==> src/rtl/dsa_pkg.sv <==
// Shared types and helpers for the digit-serial adder.
// Holds the controller state encoding and the counter-width helper.
package dsa_pkg;

  typedef enum logic [1:0] {
    IDLE = 2'd0,
    BUSY = 2'd1,
    DONE = 2'd2
  } state_t;

  // Ceiling log2; returns 0 for n <= 1.
  function automatic int clog2(input int n);
    int r;
    int v;
    r = 0;
    v = n - 1;
    while (v > 0) begin
      r = r + 1;
      v = v >> 1;
    end
    return r;
  endfunction

  // A digit counter needs at least one bit even when there is a single digit.
  function automatic int cnt_width(input int n);
    return (clog2(n) < 1) ? 1 : clog2(n);
  endfunction

endpackage

==> src/rtl/digit_adder.sv <==
// Combinational DIGIT-bit adder slice used by the serial datapath.
// cmsb is the carry into the top bit of the slice, which the top level
// uses on the final digit to form the signed overflow flag.
module digit_adder #(
  parameter int DIGIT = 1
) (
  input  logic [DIGIT-1:0] x,
  input  logic [DIGIT-1:0] y,
  input  logic             cin,
  output logic [DIGIT-1:0] sum,
  output logic             cout,
  output logic             cmsb
);

  logic [DIGIT:0] full;

  assign full = {1'b0, x} + {1'b0, y} + {{DIGIT{1'b0}}, cin};
  assign sum  = full[DIGIT-1:0];
  assign cout = full[DIGIT];
  // The top sum bit is x ^ y ^ carry-in, so the carry into it is recovered by XOR.
  assign cmsb = full[DIGIT-1] ^ x[DIGIT-1] ^ y[DIGIT-1];

endmodule

==> src/rtl/digit_serial_adder.sv <==
// Digit-serial adder: adds two WIDTH-bit operands DIGIT bits per clock.
// Optional build macro DSA_SUB_EN adds a 'sub' input selecting a - b
// (computed as a + ~b + 1, carry-out is the no-borrow flag).
module digit_serial_adder
  import dsa_pkg::*;
#(
  parameter int WIDTH = 8,
  parameter int DIGIT = 1
) (
  input  logic             clk,
  input  logic             rst,
  input  logic             start,
  input  logic [WIDTH-1:0] a,
  input  logic [WIDTH-1:0] b,
  input  logic             ci,
`ifdef DSA_SUB_EN
  input  logic             sub,
`endif
  output logic [WIDTH-1:0] s,
  output logic             co,
  output logic             ovf,
  output logic             busy,
  output logic             done
);

  localparam int N  = WIDTH / DIGIT;
  localparam int CW = cnt_width(N);
  localparam logic [CW-1:0] LAST = CW'(N - 1);

  if (WIDTH < 2 || (WIDTH % DIGIT) != 0) begin : g_bad_params
    $error("digit_serial_adder: WIDTH must be >= 2 and a multiple of DIGIT");
  end

  state_t           state;
  state_t           state_nxt;
  logic [WIDTH-1:0] a_sh;
  logic [WIDTH-1:0] b_sh;
  logic [WIDTH-1:0] res_sh;
  logic [WIDTH-1:0] res_next;
  logic [WIDTH-1:0] b_load;
  logic             c_load;
  logic             carry;
  logic [CW-1:0]    cnt;
  logic             accept;
  logic             last;
  logic [DIGIT-1:0] dsum;
  logic             dcout;
  logic             dcmsb;

  // A start is honoured in IDLE and in DONE (back-to-back), never mid-computation.
  assign accept = start && (state != BUSY);
  assign last   = (state == BUSY) && (cnt == LAST);
  assign busy   = (state == BUSY);
  assign done   = (state == DONE);

`ifdef DSA_SUB_EN
  assign b_load = sub ? ~b : b;
  assign c_load = sub ? 1'b1 : ci;
`else
  assign b_load = b;
  assign c_load = ci;
`endif

  digit_adder #(
    .DIGIT(DIGIT)
  ) u_digit_adder (
    .x    (a_sh[DIGIT-1:0]),
    .y    (b_sh[DIGIT-1:0]),
    .cin  (carry),
    .sum  (dsum),
    .cout (dcout),
    .cmsb (dcmsb)
  );

  // Result digits enter from the MSB side so after N shifts digit 0 sits at the bottom.
  if (DIGIT == WIDTH) begin : g_single_digit
    assign res_next = dsum;
  end else begin : g_multi_digit
    assign res_next = {dsum, res_sh[WIDTH-1:DIGIT]};
  end

  // State register; reset forces IDLE immediately.
  always_ff @(posedge clk or posedge rst) begin
    if (rst) begin
      state <= IDLE;
    end else begin
      state <= state_nxt;
    end
  end

  // Next-state logic: IDLE -> BUSY -> DONE -> IDLE, with DONE able to restart directly.
  always_comb begin
    state_nxt = state;
    case (state)
      IDLE:    if (start) state_nxt = BUSY;
      BUSY:    if (last) state_nxt = DONE;
      DONE:    state_nxt = start ? BUSY : IDLE;
      default: state_nxt = IDLE;
    endcase
  end

  // Datapath: load on accept, add/shift one digit per BUSY cycle, publish on the last digit.
  always_ff @(posedge clk or posedge rst) begin
    if (rst) begin
      a_sh   <= '0;
      b_sh   <= '0;
      res_sh <= '0;
      carry  <= 1'b0;
      cnt    <= '0;
      s      <= '0;
      co     <= 1'b0;
      ovf    <= 1'b0;
    end else if (accept) begin
      a_sh   <= a;
      b_sh   <= b_load;
      res_sh <= '0;
      carry  <= c_load;
      cnt    <= '0;
    end else if (state == BUSY) begin
      a_sh   <= a_sh >> DIGIT;
      b_sh   <= b_sh >> DIGIT;
      res_sh <= res_next;
      carry  <= dcout;
      cnt    <= cnt + 1'b1;
      if (last) begin
        s   <= res_next;
        co  <= dcout;
        ovf <= dcmsb ^ dcout;
      end
    end
  end

endmodule

==> config.mk <==
export PLATFORM = sky130hd
export DESIGN_NAME = digit_serial_adder
export DESIGN_NICKNAME = d
export VERILOG_FILES = /design/src/rtl/dsa_pkg.sv /design/src/rtl/digit_adder.sv /design/src/rtl/digit_serial_adder.sv
export SDC_FILE = /design/constraint.sdc
export NUM_CORES = 1
export LEC_CHECK = 0
export CORE_ASPECT_RATIO = 0.8
export CORE_MARGIN = 5
export CORE_UTILIZATION = 55
export DETAILED_ROUTE_END_ITERATION = 12
export DONT_BUFFER_PORTS = 1
export PLACE_DENSITY_LB_ADDON = 0.2
export SYNTH_ARGS = -nofsm -noshare
export SYNTH_HDL_FRONTEND = slang
export SYNTH_SLANG_ARGS = --single-unit
==> constraint.sdc <==
create_clock -name clk -period 1.4 [get_ports clk]
set_input_delay 0.28 -clock clk [delete_from_list [all_inputs] [get_ports clk]]
set_output_delay 0.28 -clock clk [all_outputs]
set_load 0.01 [all_outputs]
==> impl_results.html <==
<table>
<tr><th>Metric</th><th>Value</th></tr>
<tr><th colspan="2">Outcome</th></tr>
<tr><td>Run status</td><td>finished with violations</td></tr>
<tr><td>Violated checks</td><td>hold timing, setup timing</td></tr>
<tr><th colspan="2">Place</th></tr>
<tr><td>Count of placed standard cells including taps</td><td>194</td></tr>
<tr><td>Number of buffer cells added on primary ports</td><td>0</td></tr>
<tr><td>Placed wire-length estimate after detailed placement</td><td>around 2300 µm</td></tr>
<tr><td>Post-place setup slack</td><td>-0.0283 ns</td></tr>
<tr><td>Weighted congestion at the end of routability-driven global placement</td><td>0.739</td></tr>
<tr><th colspan="2">Power and ir drop</th></tr>
<tr><td>Portion of total power attributed to sequential cells</td><td>0.397</td></tr>
<tr><td>Worst ir drop on vdd</td><td>0.00113 V</td></tr>
<tr><td>NetSw</td><td>1820 µW</td></tr>
<tr><td>Switching power as a share of total power</td><td>0.352</td></tr>
<tr><td>Combinational cell fraction of total power</td><td>0.416</td></tr>
<tr><td>Static Leak</td><td>0.00105 µW</td></tr>
<tr><td>Ratio of total power to cell area</td><td>2430 mW/mm²</td></tr>
<tr><td>Clk network pwr share</td><td>0.187</td></tr>
<tr><td>Internal power summed over all cells</td><td>3340 µW</td></tr>
<tr><th colspan="2">Synthesis</th></tr>
<tr><td>Count of synthesis-stage warnings from yosys</td><td>0</td></tr>
<tr><td>Synth top area cells</td><td>dfrtp_1, mux2i_1, o21ai_2</td></tr>
<tr><td>Portion of netlist area occupied by mux cells</td><td>0.137</td></tr>
<tr><td>Synthesized-area fraction occupied by and/or/nand/nor cells</td><td>0.108</td></tr>
<tr><td>Synthesized netlist net count</td><td>approximately 180</td></tr>
<tr><td>Most instantiated library cell after synthesis</td><td>dfrtp_1</td></tr>
<tr><td>Async set-or-reset flop fraction in the synthesized netlist</td><td>1.00</td></tr>
<tr><td>Compound-Gate Fraction of Synth Area</td><td>0.119</td></tr>
<tr><td>Area of the mapped netlist</td><td>0.00182 mm²</td></tr>
<tr><td>Top-area cell type share of the netlist area</td><td>0.535</td></tr>
<tr><td>Cell count after synthesis</td><td>155</td></tr>
<tr><td>Combinational family with the most area after synthesis</td><td>multiplexers</td></tr>
<tr><td>Number of enable flip-flop cells after synthesis</td><td>0</td></tr>
<tr><td>Mean Syn Cell Area</td><td>11.8 µm²</td></tr>
<tr><td>Xor/xnor cell area share of the yosys netlist</td><td>0.0144</td></tr>
<tr><td>Area share of fa/ha/maj cells after synthesis</td><td>0.0247</td></tr>
<tr><td>Distinct cells, synth</td><td>26</td></tr>
<tr><td>Cell type contributing the most total cell area after synthesis</td><td>dfrtp_1</td></tr>
<tr><td>Synth top cells by count</td><td>dfrtp_1, nand2_1, mux2i_1, o21ai_2, o21ai_0</td></tr>
<tr><td>Yosys reg bits</td><td>39</td></tr>
<tr><td>Main flop type after synthesis</td><td>dfrtp_1</td></tr>
<tr><td>Sequential fraction of the synthesis area</td><td>0.535</td></tr>
<tr><th colspan="2">Finish</th></tr>
<tr><td>Sequential cell area</td><td>~980 µm²</td></tr>
<tr><td>Total inserted antenna cells</td><td>0</td></tr>
<tr><td>Share of layout cells above drive strength 1</td><td>0.359</td></tr>
<tr><td>Area overhead of the layout relative to synthesis</td><td>16.1%</td></tr>
<tr><td>Net count, final</td><td>189</td></tr>
<tr><td>Final cell count without fillers</td><td>just over 200</td></tr>
<tr><td>End-of-flow core utilization</td><td>0.677</td></tr>
<tr><td>Multi-input combinational cell area</td><td>between 800 and 900 µm²</td></tr>
<tr><td>Final-layout fill cell count</td><td>~230</td></tr>
<tr><th colspan="2">Floorplanning</th></tr>
<tr><td>Std-Cell Core Area</td><td>0.00313 mm²</td></tr>
<tr><td>Number of placed I/O pins</td><td>32</td></tr>
<tr><td>Initial Utilization</td><td>0.583</td></tr>
<tr><td>Core Rows</td><td>18</td></tr>
<tr><td>Die height</td><td>between 60 and 70 µm</td></tr>
<tr><td>Die width</td><td>74.4 µm</td></tr>
<tr><td>Area enclosed by the die boundary</td><td>0.00458 mm²</td></tr>
<tr><th colspan="2">Routing</th></tr>
<tr><td>Antenna Nets Post-Route</td><td>0</td></tr>
<tr><td>Total via count in the routed design</td><td>1142</td></tr>
<tr><td>Drt initial violations</td><td>approximately 100</td></tr>
<tr><td>Total DRC errors in the routed layout</td><td>0</td></tr>
<tr><td>Number of iterations in the first detailed-routing pass</td><td>4</td></tr>
<tr><td>Total Routed Length</td><td>roughly 3500 µm</td></tr>
<tr><td>Post-detailed-route wirelength per cell</td><td>between 15 and 20 µm</td></tr>
<tr><td>Ratio of routed vias to standard cells</td><td>around 5.5</td></tr>
<tr><th colspan="2">Flow run</th></tr>
<tr><td>Maximum capacitance violations</td><td>0</td></tr>
<tr><th colspan="2">Clock tree</th></tr>
<tr><td>Maximum level of the CTS H-tree</td><td>2</td></tr>
<tr><td>Worst skew pair latency</td><td>0.29 ns</td></tr>
<tr><td>TritonCTS clock tree</td><td>done</td></tr>
<tr><td>Worst-case clock buffer depth</td><td>2</td></tr>
<tr><td>Root Driver</td><td>clkbuf_8</td></tr>
<tr><td>Clock-pin slew on the worst setup and hold paths</td><td>around 0.07 ns</td></tr>
<tr><td>TritonCTS Sinks</td><td>39</td></tr>
<tr><td>Inserted Clock Buffers</td><td>5</td></tr>
<tr><th colspan="2">Worst setup path</th></tr>
<tr><td>Kind of end point of the critical path</td><td>flip-flop</td></tr>
<tr><td>Element type at the critical path start</td><td>flip-flop</td></tr>
<tr><td>Worst-path maximum fanout</td><td>2</td></tr>
<tr><td>Worst Path Class, Setup</td><td>flip-flop to flip-flop</td></tr>
<tr><td>Crit-path leading delay family</td><td>adder cells</td></tr>
<tr><td>Cell Chain, Critical Path</td><td>inv_2, fa_1, xnor2_2, xnor2_1, o21ai_1</td></tr>
<tr><td>Worst endpoint required time</td><td>~1.6 ns</td></tr>
<tr><td>Slowest stage delay, CP</td><td>0.59 ns</td></tr>
<tr><td>Highest-delay cell along the critical path</td><td>fa_1</td></tr>
<tr><td>Crit path DAT</td><td>1.59 ns</td></tr>
<tr><td>Number of buffers and inverters on the critical path</td><td>1</td></tr>
<tr><th colspan="2">GRT</th></tr>
<tr><td>Antenna violations before repair</td><td>0</td></tr>
<tr><td>Number of global-route vias before repair</td><td>1199</td></tr>
<tr><td>Tot GR Track Use</td><td>0.180</td></tr>
<tr><td>Met1 track demand over resource in global routing</td><td>0.224</td></tr>
<tr><td>Pin count of the biggest net entering global routing</td><td>40</td></tr>
<tr><td>GRT met3 Usage</td><td>0.0832</td></tr>
<tr><td>Met2 Usage GRT</td><td>0.285</td></tr>
<tr><td>Total grt overflow</td><td>0</td></tr>
<tr><td>Most crowded layer after global routing</td><td>met2</td></tr>
<tr><td>Wire length of the first global-routing pass</td><td>5950 µm</td></tr>
<tr><th colspan="2">STA</th></tr>
<tr><td>Unrepaired setup endpoints after global routing</td><td>yes</td></tr>
<tr><td>Fin worst setup slack</td><td>-0.00753 ns</td></tr>
<tr><td>Upper clock frequency limit</td><td>710 MHz</td></tr>
<tr><td>Minimum clock period after layout</td><td>1.41 ns</td></tr>
<tr><td>Final worst hold slack</td><td>-0.0129 ns</td></tr>
<tr><td>Slew at the pin closest to its max-slew limit</td><td>around 0.5 ns</td></tr>
<tr><td>Worst clock skew on the final layout</td><td>0.00466 ns</td></tr>
<tr><td>Slew margin rel.</td><td>0.673</td></tr>
<tr><td>Hold Fails Final Rpt</td><td>13</td></tr>
<tr><td>Final count of pins violating max slew</td><td>0</td></tr>
<tr><td>Share of the clock period used by the worst path after layout</td><td>1.01</td></tr>
<tr><td>Number of setup violations in the final report</td><td>1</td></tr>
<tr><th colspan="2">Worst hold path</th></tr>
<tr><td>Class of the most critical hold timing path</td><td>input pin to async pin</td></tr>
</table>
==> final cells by class <==
cell class / instances / share of cell area
Sequential cell: 39 / 0.461
Multi-Input combinational cell: 101 / 0.380
Timing Repair Buffer: 12 / 0.0662
Clock buffer: 6 / 0.0390
Tap cell: 40 / 0.0236
Clock inverter: 2 / 0.0165
Inverter: 7 / 0.0136
==> logic make-up after synthesis <==
group	after synthesis
compound gates	30
xor+xnor	3
fa+ha+maj	3
buf+inv	16
flops	39
mux	23
simple gates	41
==> final timing paths <==
check                           slack [ns]                start              endpoint  depth (start not counted)
max in group asynchronous             1.04                  rst  state[0]$_DFFE_PP0P_                          2
worst min-delay path                 -0.01                  rst   a_sh[3]$_DFFE_PP0P_                          2
worst min register to register        0.49  a_sh[1]$_DFFE_PP0P_   a_sh[0]$_DFFE_PP0P_                          2
worst max register to register      -0.008    carry$_DFFE_PP0P_       ovf$_DFFE_PP0P_                          5
min in group clk                      0.15                 a[7]   a_sh[7]$_DFFE_PP0P_                          2
worst max-delay path                -0.008    carry$_DFFE_PP0P_       ovf$_DFFE_PP0P_                          5
==> through the flow <==
stage	setup TNS [ns]	power [µW]	instance area (µm²)
floorplan	-0.00376	3380	1830
global placement	0	3690	1870
detailed placement	-0.107	3840	1870
CTS	-0.0262	5010	2060
global route	-0.135	5520	2120
finish	-0.00753	5160	2120
==> flip-flops by register name, indices dropped and copies added, names as in the netlist <==
name and count:
a_sh 8, b_sh 8, s 8, res_sh 7
cnt 3, state 2, carry 1, co 1
ovf 1
==> layout by cell type (no fill, tap or decap), drive strengths merged <==
cell and instances:
buf 11, and2b 1, dfrtp 39, mux2i 16, inv 7, bufinv 1, nand2 34, o22ai 1
a21oi 1, clkbuf 6, o21ai 27, fa 1, mux2 7, o211a 1, nand2b 1, bufbuf 1
nor2 2, clkinv 1, xnor2 3, ha 2, nand3 2, nand3b 2
==> power by group through the flow <==
stage | sequential (µW) | clock [µW] | combinational [µW]
finish | 2050 | 963 | 2140
global placement | 2020 | 0 | 1670
CTS | 2050 | 976 | 1980
global route | 2120 | 1020 | 2390
floorplan | 1940 | 0 | 1430
detailed placement | 2050 | 0 | 1800
==> repair_timing <==
| action | in CTS | in global routing |
|---|---|---|
| pin swaps | 3 | 2 |
| buffers inserted | 0 | 3 |
| gates resized for setup | 6 | 8 |
| setup endpoints to repair | 6 | 10 |
| cloned | 2 | 0 |
| hold buffers | 0 | 0 |
==> layer usage <==
layer  share of wire  routed length (µm)
met5               0                   0
met4           0.012                  41
met3           0.080                 284
met2            0.47                1660
met1            0.44                1550
Power figures use the tool's default switching activity.
